[config.mk]
export PLATFORM = sky130hd
export DESIGN_NAME = cic_sample_fifo
export DESIGN_NICKNAME = d
export VERILOG_FILES = /design/src/rtl/cic_sample_fifo.sv
export SDC_FILE = /design/constraint.sdc
export NUM_CORES = 1
export LEC_CHECK = 0
export CELL_PAD_IN_SITES_DETAIL_PLACEMENT = 1
export CELL_PAD_IN_SITES_GLOBAL_PLACEMENT = 1
export CORE_AREA = 2 2 167 210
export DETAILED_ROUTE_END_ITERATION = 10
export DIE_AREA = 0 0 169 212
export HOLD_SLACK_MARGIN = 0.08
export PLACE_DENSITY_LB_ADDON = 0.1
export SKIP_CTS_REPAIR_TIMING = 1
export SYNTH_ARGS = -nofsm -noshare
export SYNTH_HDL_FRONTEND = slang
export SYNTH_SLANG_ARGS = --single-unit
[constraint.sdc]
create_clock -name clk -period 7.1 [get_ports clk]
set_clock_uncertainty 0.05 [all_clocks]
set_input_delay 2.13 -clock clk [delete_from_list [all_inputs] [get_ports clk]]
set_output_delay 2.13 -clock clk [all_outputs]
set_load 0.1 [all_outputs]
[src/rtl/cic_sample_fifo.sv]
// cic_sample_fifo
//   Post-processing stage for the CIC decimator output. Each decimated sample
//   passes through the following steps:
//     1. The DC offset is removed.
//     2. An arithmetic right shift is applied.
//     3. The result is saturated to signed OUT_W.
//     4. The result is queued in a first-word-fall-through FIFO.
//   The consumer drains the FIFO with a valid/ready handshake.
//
// Ports
//   clk, rst   clock; synchronous active-high reset
//   in_data    CIC sample (unsigned), qualified by the in_rdy one-cycle strobe
//   offset     DC offset, sampled with the strobe
//   shift      right-shift amount 0..31, sampled with the strobe
//   out_data   head-of-FIFO sample (signed); 0 while empty
//   out_valid  FIFO non-empty
//   out_ready  consumer pops the head when out_valid=1
//   level      FIFO occupancy 0..DEPTH
//   sat        one-cycle pulse: the stage-2 sample was clamped
//   overflow   sticky: a sample was dropped on a full FIFO; cleared by ovf_clr
module cic_sample_fifo #(
  parameter int IN_W  = 32,
  parameter int OUT_W = 16,
  parameter int DEPTH = 16,
  parameter int AW    = 4
) (
  input  logic             clk,
  input  logic             rst,
  input  logic [IN_W-1:0]  in_data,
  input  logic             in_rdy,
  input  logic [IN_W-1:0]  offset,
  input  logic [4:0]       shift,
  output logic [OUT_W-1:0] out_data,
  output logic             out_valid,
  input  logic             out_ready,
  output logic [AW:0]      level,
  output logic             sat,
  output logic             overflow,
  input  logic             ovf_clr
);

  // ---------------- stage 1: offset removal, capture shift ----------------
  logic                   s1_vld;
  logic signed [IN_W:0]   s1_diff;
  logic [4:0]             s1_shift;

  always_ff @(posedge clk) begin
    if (rst) begin
      s1_vld   <= 1'b0;
      s1_diff  <= '0;
      s1_shift <= '0;
    end else begin
      s1_vld <= in_rdy;
      if (in_rdy) begin
        // The difference of two zero-extended unsigned values always fits in
        // IN_W+1 bits of two's complement.
        s1_diff  <= $signed({1'b0, in_data} - {1'b0, offset});
        s1_shift <= shift;
      end
    end
  end

  // ---------------- stage 2: shift + saturate (combinational) ------------
  logic signed [IN_W:0]   t;
  logic                   fits;
  logic [OUT_W-1:0]       s2_val;

  always_comb begin
    t    = s1_diff >>> s1_shift;
    // The value fits in OUT_W signed bits iff every bit from the OUT_W sign
    // position upward is a copy of the sign bit.
    fits = (&t[IN_W:OUT_W-1]) | ~(|t[IN_W:OUT_W-1]);
    if (fits)
      s2_val = t[OUT_W-1:0];
    else if (t[IN_W])
      s2_val = {1'b1, {(OUT_W-1){1'b0}}};
    else
      s2_val = {1'b0, {(OUT_W-1){1'b1}}};
  end

  // ---------------- FIFO ----------------
  logic [OUT_W-1:0] mem [DEPTH];
  logic [AW-1:0]    wr_ptr, rd_ptr;
  logic             full, rd_en, wr_en, drop;

  assign out_valid = (level != '0);
  assign full      = (level == (AW+1)'(DEPTH));
  assign rd_en     = out_valid & out_ready;
  // When full, a same-edge pop frees the slot being written.
  assign wr_en     = s1_vld & (~full | rd_en);
  assign drop      = s1_vld & full & ~rd_en;
  assign out_data  = out_valid ? mem[rd_ptr] : '0;

  always_ff @(posedge clk) begin
    if (rst) begin
      wr_ptr   <= '0;
      rd_ptr   <= '0;
      level    <= '0;
      sat      <= 1'b0;
      overflow <= 1'b0;
      for (int i = 0; i < DEPTH; i++) mem[i] <= '0;
    end else begin
      sat <= s1_vld & ~fits;

      if (wr_en) begin
        mem[wr_ptr] <= s2_val;
        wr_ptr      <= wr_ptr + 1'b1;
      end
      if (rd_en)
        rd_ptr <= rd_ptr + 1'b1;

      case ({wr_en, rd_en})
        2'b10:   level <= level + (AW+1)'(1);
        2'b01:   level <= level - (AW+1)'(1);
        default: level <= level;
      endcase

      // A drop in the same cycle as a clear leaves the flag set.
      if (drop)
        overflow <= 1'b1;
      else if (ovf_clr)
        overflow <= 1'b0;
    end
  end

endmodule

# After elaboration in Yosys (flattened, before gate mapping)
# Memory sizes are Yosys's and may differ from the RTL's. A register that Yosys moved wholly into a read port is not among the register bits.
# Cells that the tools add are included.
# W data, S select, Z words.
[word_totals] mem_bits_rw=256 mem_count=1 out_inout_bits=24 wordCells=51 in_bits=74 register_bits=54
[memory_table] name="mem" words=16 width=16 rd=1 rd_clocked_by_memory_dff=1 wr=16 line_no="82" text="logic [OUT_W-1:0] mem [DEPTH];"
[classes] reduce_logical=6 shifts=1 addsub=5 muxes=16 bitwise=11 eq_ne=3
[op_table] op="$mux W16" n=4
[op_table] op="$sshr A33 B5 Y33" n=1
[op_table] op="$sub A32 B32 Y33" n=1
[op_table] op="$reduce_and A18 Y1" n=1
[op_table] op="$reduce_or A18 Y1" n=1
[op_table] op="$reduce_or A16 Y1" n=1
[op_table] op="$mux W4" n=3
[op_table] op="$pmux W5 S2" n=1
[op_table] op="$add A4 B1 Y4 const B" n=2
[op_table] op="$mux W1" n=8
[op_table] op="$add A5 B1 Y5 const B" n=1
[op_table] op="$and A1 B1 Y1" n=5
[op_table] op="$eq A5 B5 Y1 const B" n=1
[op_table] op="$reduce_bool A5 Y1" n=1
[op_table] op="$sub A5 B1 Y5 const B" n=1
[op_table] op="$not A1 Y1" n=4
[op_table] op="$reduce_bool A2 Y1" n=2
[op_table] op="$eq A2 B1 Y1 const B" n=1
[op_table] op="$eq A2 B2 Y1 const B" n=1
[op_table] op="$or A1 B1 Y1" n=2

# Logic depth before layout (Yosys ltp)
# Gate-level depths: netlist (run 1).
[logic_depth] depth_word=9 ltp_mapped=15 depth_no_buf=12

# Worst setup path after synthesis (run 1)
# No wires, ideal clock.
[synth_path] kind="register -> output" startpoint="register level[0]" endpoint="output out_data[10]" path_stages_with_launch=6 t_required_ns=4.920 path_slack_ns=1.414 n_path_buf=2 arrival_time_ns=3.506 cell_sequence="dfxtp_1 nor4_1 nand2b_1 clkbuf_1 clkbuf_1 and2_1"
[synth_between] elab_chain_cells=2
[synth_rtl] element="from (decl)" line_no="36" text="output logic [AW:0] level,"
[synth_rtl] element="from (signal assigned)" line_no="113" text="2'b10: level <= level + (AW+1)'(1);"
[synth_rtl] element="from (signal assigned)" line_no="114" text="2'b01: level <= level - (AW+1)'(1);"
[synth_rtl] element="from (signal assigned)" line_no="115" text="default: level <= level;"
[synth_rtl] element="$reduce_bool A5 Y1" line_no="86" text="assign out_valid = (level != '0);"
[synth_rtl] element="net out_valid" line_no="34" text="output logic out_valid,"
[synth_rtl] element="$mux W16" line_no="92" text="assign out_data = out_valid ? mem[rd_ptr] : '0;"
[synth_rtl] element="to (decl)" line_no="33" text="output logic [OUT_W-1:0] out_data,"
# The timed path passes the listed nets, and every way through them passes these cells.

==> results of run 1 <==
## worst paths after layout
| path | start | to | slack [ps] | depth (start not counted) |
|---|---|---|---|---|
| worst min-delay path | overflow | overflow | 440 | 2 |
| worst min register to register | overflow | overflow | 440 | 2 |
| worst max-delay path | register | out_data[10] | 1080 | 5 |
| worst max register to register | s1_shift[0] | mem[15][12] | 2410 | 10 |
## metrics by stage
stage	util [%]	instance area, sq um
global route	58.50	19920
detailed placement	55.34	18840
floorplan	-	17650
CTS	58.49	19910
finish	58.50	19920
global placement	55.34	18840
## worst min-delay path, stage by stage, from the launching register on
cell      delay (ps)
dfxtp_1          320
nand2b_1          70
a21oi_1           50
## cell families (layout without fill, tap and decap cells)
| kind of cell | Yosys count | after routing |
|---|---|---|
| AND/OR/NAND/NOR | 554 | 554 |
| flip-flops | 314 | 314 |
| AO/OA/AOI/OAI | 203 | 203 |
| multiplexers | 199 | 199 |
| buffers and inverters | 160 | 233 |
| adder cells (fa/ha/maj) | 42 | 42 |
| XOR/XNOR | 25 | 25 |
## per-layer routing
layer	vias to the layer above	GRT usage, %	part of all wire [%]
met5	-	0	0
met4	0	12.02	3.8
met3	117	3.462	4.9
met2	418	56.44	54
met1	6420	34.99	37
li1	5595	-	-
## layout make-up
class / count / area (sq um)
fill: 3456 / 14130
inverter: 48 / 180.2
clock buffer: 40 / 894.6
tap: 429 / 536.8
sequential: 314 / 8857
multi-input combinational: 1023 / 8056
clock inverter: 18 / 178.9
timing repair buffer: 127 / 1211
## sequential cells by signal, indices dropped and copies added (netlist names), named ones only
register,count
mem,256
s1_shift,5
level,5
s1_vld,1
wr_ptr,4
rd_ptr,4
overflow,1
sat,1
s1_diff,33
## layout by cell type, fill, tap and decap left out, drive strengths merged, types with 15 or more instances in the layout
master	n
a21o	18
a21oi	63
and2	24
buf	32
clkbuf	40
clkdlybuf4s50	95
dfxtp	58
edfxtp	256
ha	40
inv	51
mux2	26
mux2i	68
mux4	105
nand2	80
nand3	16
nor2	348
nor3	15
o21ai	34
xnor2	17
## where the power goes
group          total, mW  switching [mW]  internal [mW]
registers           2.24           0.149           2.09
logic               2.13            1.36          0.775
clock network       1.75           0.738           1.01
total               6.13            2.24           3.88
==> flow_summary.ini, run 1 <==
[drt]
drt_iter0_drc = 985
wl_per_cell_um = 26.35
antenna_left = 0
drc = 0
route.vias.total = 12550
firstDrtPassIters = 5
viasPerCell = 6.278
finalWirelength_um = 52670

[cts]
htreeDepth = 2
cts_tree = yes
clk_latency_ps = 520
cts.sinks = 314
cts_buffers = 34
cts_buffer_depth = 3
cts_root_buf = clkbuf_16
clkTransAtPathRegs_ps = 60

[run_status]
status = finished clean

[logic_synthesis]
syn_area_per_cell_sq_um = 11.79
yosys_most_used_dff = edfxtp_1
ys_seq_elements = 314
synthTopCellsByArea = edfxtp_1, mux4_2, nor2_1
synth_compound_area_share_pct = 8.405
synth_xor_area_share_pct = 1.240
yosysMostFrequentCell = nor2_1
synth-edff-count = 256
syn_area_sq_mm = 0.01765
synth_nets = 1613
synth-adder-area-share_pct = 3.062
synthTopCellsByCount = nor2_1, edfxtp_1, mux4_2, nand2_1, clkbuf_1
synthCells = 1497
synth_top_area_share_pct = 43.54
synthSimpleGateAreaFrac_pct = 13.88
synth_top_family_by_area = multiplexers
post-synth-top-area-cell = edfxtp_1
synth.distinct_cells = 84
asyncSetResetFlopFracSynth_pct = 0
ys_warn_count = 0
ys_seq_area_share_pct = 50.12
synthMuxAreaShare_pct = 19.02

[global_route]
overflow = 0
antenna_found_initial = 0
grt_max_degree = 57
grt.total_usage_pct = 30.08
grt_pass1_wl_um = 80540
grt_pass1_vias = 13540

[timing]
fin_setup_tns_ps = 0
timing.fmax_mhz = 166.0
grt_setup_unrepaired = no
period_needed_ps = 6022
worst_slack_ps = 1078
slew_violations = 0
tightestPinTransition_ps = 1258
hold_ws_ps = 438.1
fin_crit_sh_pct = 84.82
setup_viol = 0
slew_headroom_pct = 16.02
finalHoldViolations = 0

[floorplanning]
ios = 98
die_w_um = 169
start_util_pct = 51.86
die-area_sq_mm = 0.03583
rows = 76
die_h_um = 212
core_sq_mm = 0.03404

[setup_path]
startpoint_type = register
crit_chain = buf_4 -> mux4_2 -> mux4_2 -> and2_1 -> clkdlybuf4s50_1
worst_ep_arrival_time_ps = 3840
cp_max_fo = 20
path_delay_family = buffers and inverters
slowest_stage = clkdlybuf4s50_1
cp_num_buf_inv = 2
required_ps = 4920
slowest_delay_ps = 990
end_kind = primary output
critPathKind = reg -> out
crit_top_cell = mux4_2

[power_and_ir_drop]
p_per_area_mw_per_mm2 = 307.7
ir_worst_vdd_v = 0.0001830
p_leak_nw = 7.451
power_mw = 6.127

[placement]
place_ws_ps = 1570
dp.cells = 1941
io_buffers = 97
place_hpwl_um = 36300
place.gp.congestion = 0.8396

[final_layout]
area_delta_synth_final_pct = 12.81
antenna_cells = 0
drive_gt1_share_pct = 16.24
fin_cells = 1999
nets = 1664

[flow_run]
max_cap_viol_count = 0

[hold_path]
hold_class = reg -> reg
(Power assumes the default switching activity.)
==> run 2: changes to the inputs <==
--- a/config.mk
+++ b/config.mk
@@ -7,9 +7,9 @@
 export LEC_CHECK = 0
 export CELL_PAD_IN_SITES_DETAIL_PLACEMENT = 1
 export CELL_PAD_IN_SITES_GLOBAL_PLACEMENT = 1
-export CORE_AREA = 2 2 167 210
+export CORE_AREA = 2 2 173 218
 export DETAILED_ROUTE_END_ITERATION = 10
-export DIE_AREA = 0 0 169 212
+export DIE_AREA = 0 0 175 220
 export HOLD_SLACK_MARGIN = 0.08
 export PLACE_DENSITY_LB_ADDON = 0.1
 export SKIP_CTS_REPAIR_TIMING = 1
==> constraint.sdc (replaced) <==
create_clock -name clk -period 5.7 [get_ports clk]
set_clock_uncertainty 0.05 [all_clocks]
set_input_delay 1.71 -clock clk [delete_from_list [all_inputs] [get_ports clk]]
set_output_delay 1.71 -clock clk [all_outputs]
set_load 0.1 [all_outputs]
==> flow_summary.ini, run 2 (synthesized netlist as in run 1, its figures left out) <==
[final_layout]
largest_register_ffs = 256
drive_gt1_share_pct = 16.76
final_common_cell = nor2_1
antenna_cells = 0
layout_common_cells = nor2_1, edfxtp_1, mux4_2
area_delta_synth_final_pct = 12.90
nets = 1660
largest_register = mem
reg_top3 = mem (256), s1_diff (33)
fin_cells = 2055

[global_route]
grt.total_usage_pct = 24.42
top_usage_layer = met2
grt_max_degree = 56
gr-usage-met1_pct = 27.21
antenna_found_initial = 1
grt_pass1_vias = 12800
overflow = 0
grt_pass1_wl_um = 72510
use_met2_pct = 47.91
grt_util_met3_pct = 2.778

[timing]
slew_headroom_pct = 16.71
timing.fmax_mhz = 188.4
tightestPinTransition_ps = 1241
finalHoldViolations = 0
setup_viol = 0
period_needed_ps = 5308
slew_violations = 0
fin_crit_sh_pct = 93.13
worst_slack_ps = 391.5
fin_setup_tns_ps = 0
grt_setup_unrepaired = no

[power_and_ir_drop]
p_per_area_mw_per_mm2 = 380.4
power_mw = 7.582
ir_worst_vdd_v = 0.0002331
p_leak_nw = 7.458

[floorplanning]
ios = 98
start_util_pct = 48.14
die_w_um = 175
core_sq_mm = 0.03667
rows = 79
die-area_sq_mm = 0.03850
die_h_um = 220

[placement]
place_ws_ps = 580.3
place_hpwl_um = 33830
place.gp.congestion = 0.8175
dp.cells = 1994
io_buffers = 97

[flow_run]
max_cap_viol_count = 0

[setup_path]
critPathKind = reg -> out
end_kind = primary output
slowest_stage = buf_4
crit_chain = buf_4 -> mux4_2 -> mux4_2 -> and2_1 -> buf_4
cp_num_buf_inv = 2
required_ps = 3940
startpoint_type = register
cp_max_fo = 39
worst_ep_arrival_time_ps = 3550
path_delay_family = multiplexers
slowest_delay_ps = 740

[drt]
finalWirelength_um = 45920
viasPerCell = 5.816
drc = 0
route.vias.total = 11950
antenna_left = 0
wl_per_cell_um = 22.34
firstDrtPassIters = 4
drt_iter0_drc = 627

[hold_path]
hold_class = reg -> reg

[run_status]
status = finished clean

[cts]
clk_latency_ps = 530
cts_tree = yes
cts_root_buf = clkbuf_16
cts_buffers = 34
clkTransAtPathRegs_ps = 60
cts.sinks = 314
htreeDepth = 2
cts_buffer_depth = 3
run 2: cell count changes in the layout (fill, tap and decap cells not counted), sizes merged:
cell,change
clkbuf,+7
clkdlybuf4s50,-13
buf,+9
clkinv,+1
inv,-3
bufinv,-1
clkinvlp,-1
run 2: through the flow:
step	hold WS, ps	cell area, sq um	util (%)
3_5_place_dp	424.1	18820	51.33
4_1_cts	430.5	19930	54.35
3_3_place_gp	406.1	18820	51.33
2_1_floorplan	402.9	17650	-
6_report	423.3	19930	54.35
5_1_grt	470.3	19930	54.35
run 2: per-layer routing:
layer	part of all wire, %	vias to the layer above
li1	-	5577
met1	38	6074
met2	56	211
met3	2.7	89
met4	3.0	0
met5	0	-
run 2: final timing paths:
| path | startpoint | endpoint | slack, ps | cells after the start |
|---|---|---|---|---|
| max reg2reg | s1_shift[1] | mem[9][7] | 1300 | 9 |
| min reg2reg | overflow | overflow | 420 | 2 |
| max | register | out_data[11] | 390 | 5 |
| min | overflow | overflow | 420 | 2 |
run 2: worst register-to-register path, cell delays in order (launching register included):
cell and delay [ps]:
dfxtp_2 970, mux4_2 650, mux2i_1 310, o21ba_2 220, o211ai_1 290, nor4_4 90, o2bb2ai_4 160, nor2_4 630
mux2i_4 670, nor2_1 100
run 2: report_power, final:
| group | switching (mW) | internal (mW) | total (mW) |
|---|---|---|---|
| registers | 0.195 | 2.61 | 2.80 |
| clock network | 0.911 | 1.28 | 2.19 |
| logic | 1.65 | 0.936 | 2.58 |
| total | 2.75 | 4.83 | 7.58 |
run 2: cell type report:
| class | instances | area (sq um) |
|---|---|---|
| Clock buffer | 47 | 962.2 |
| Clock inverter | 14 | 147.6 |
| Fill cell | 3814 | 16740 |
| Inverter | 48 | 180.2 |
| Multi-Input combinational cell | 1023 | 8053 |
| Sequential cell | 314 | 8857 |
| Tap cell | 486 | 608.1 |
| Timing Repair Buffer | 123 | 1124 |
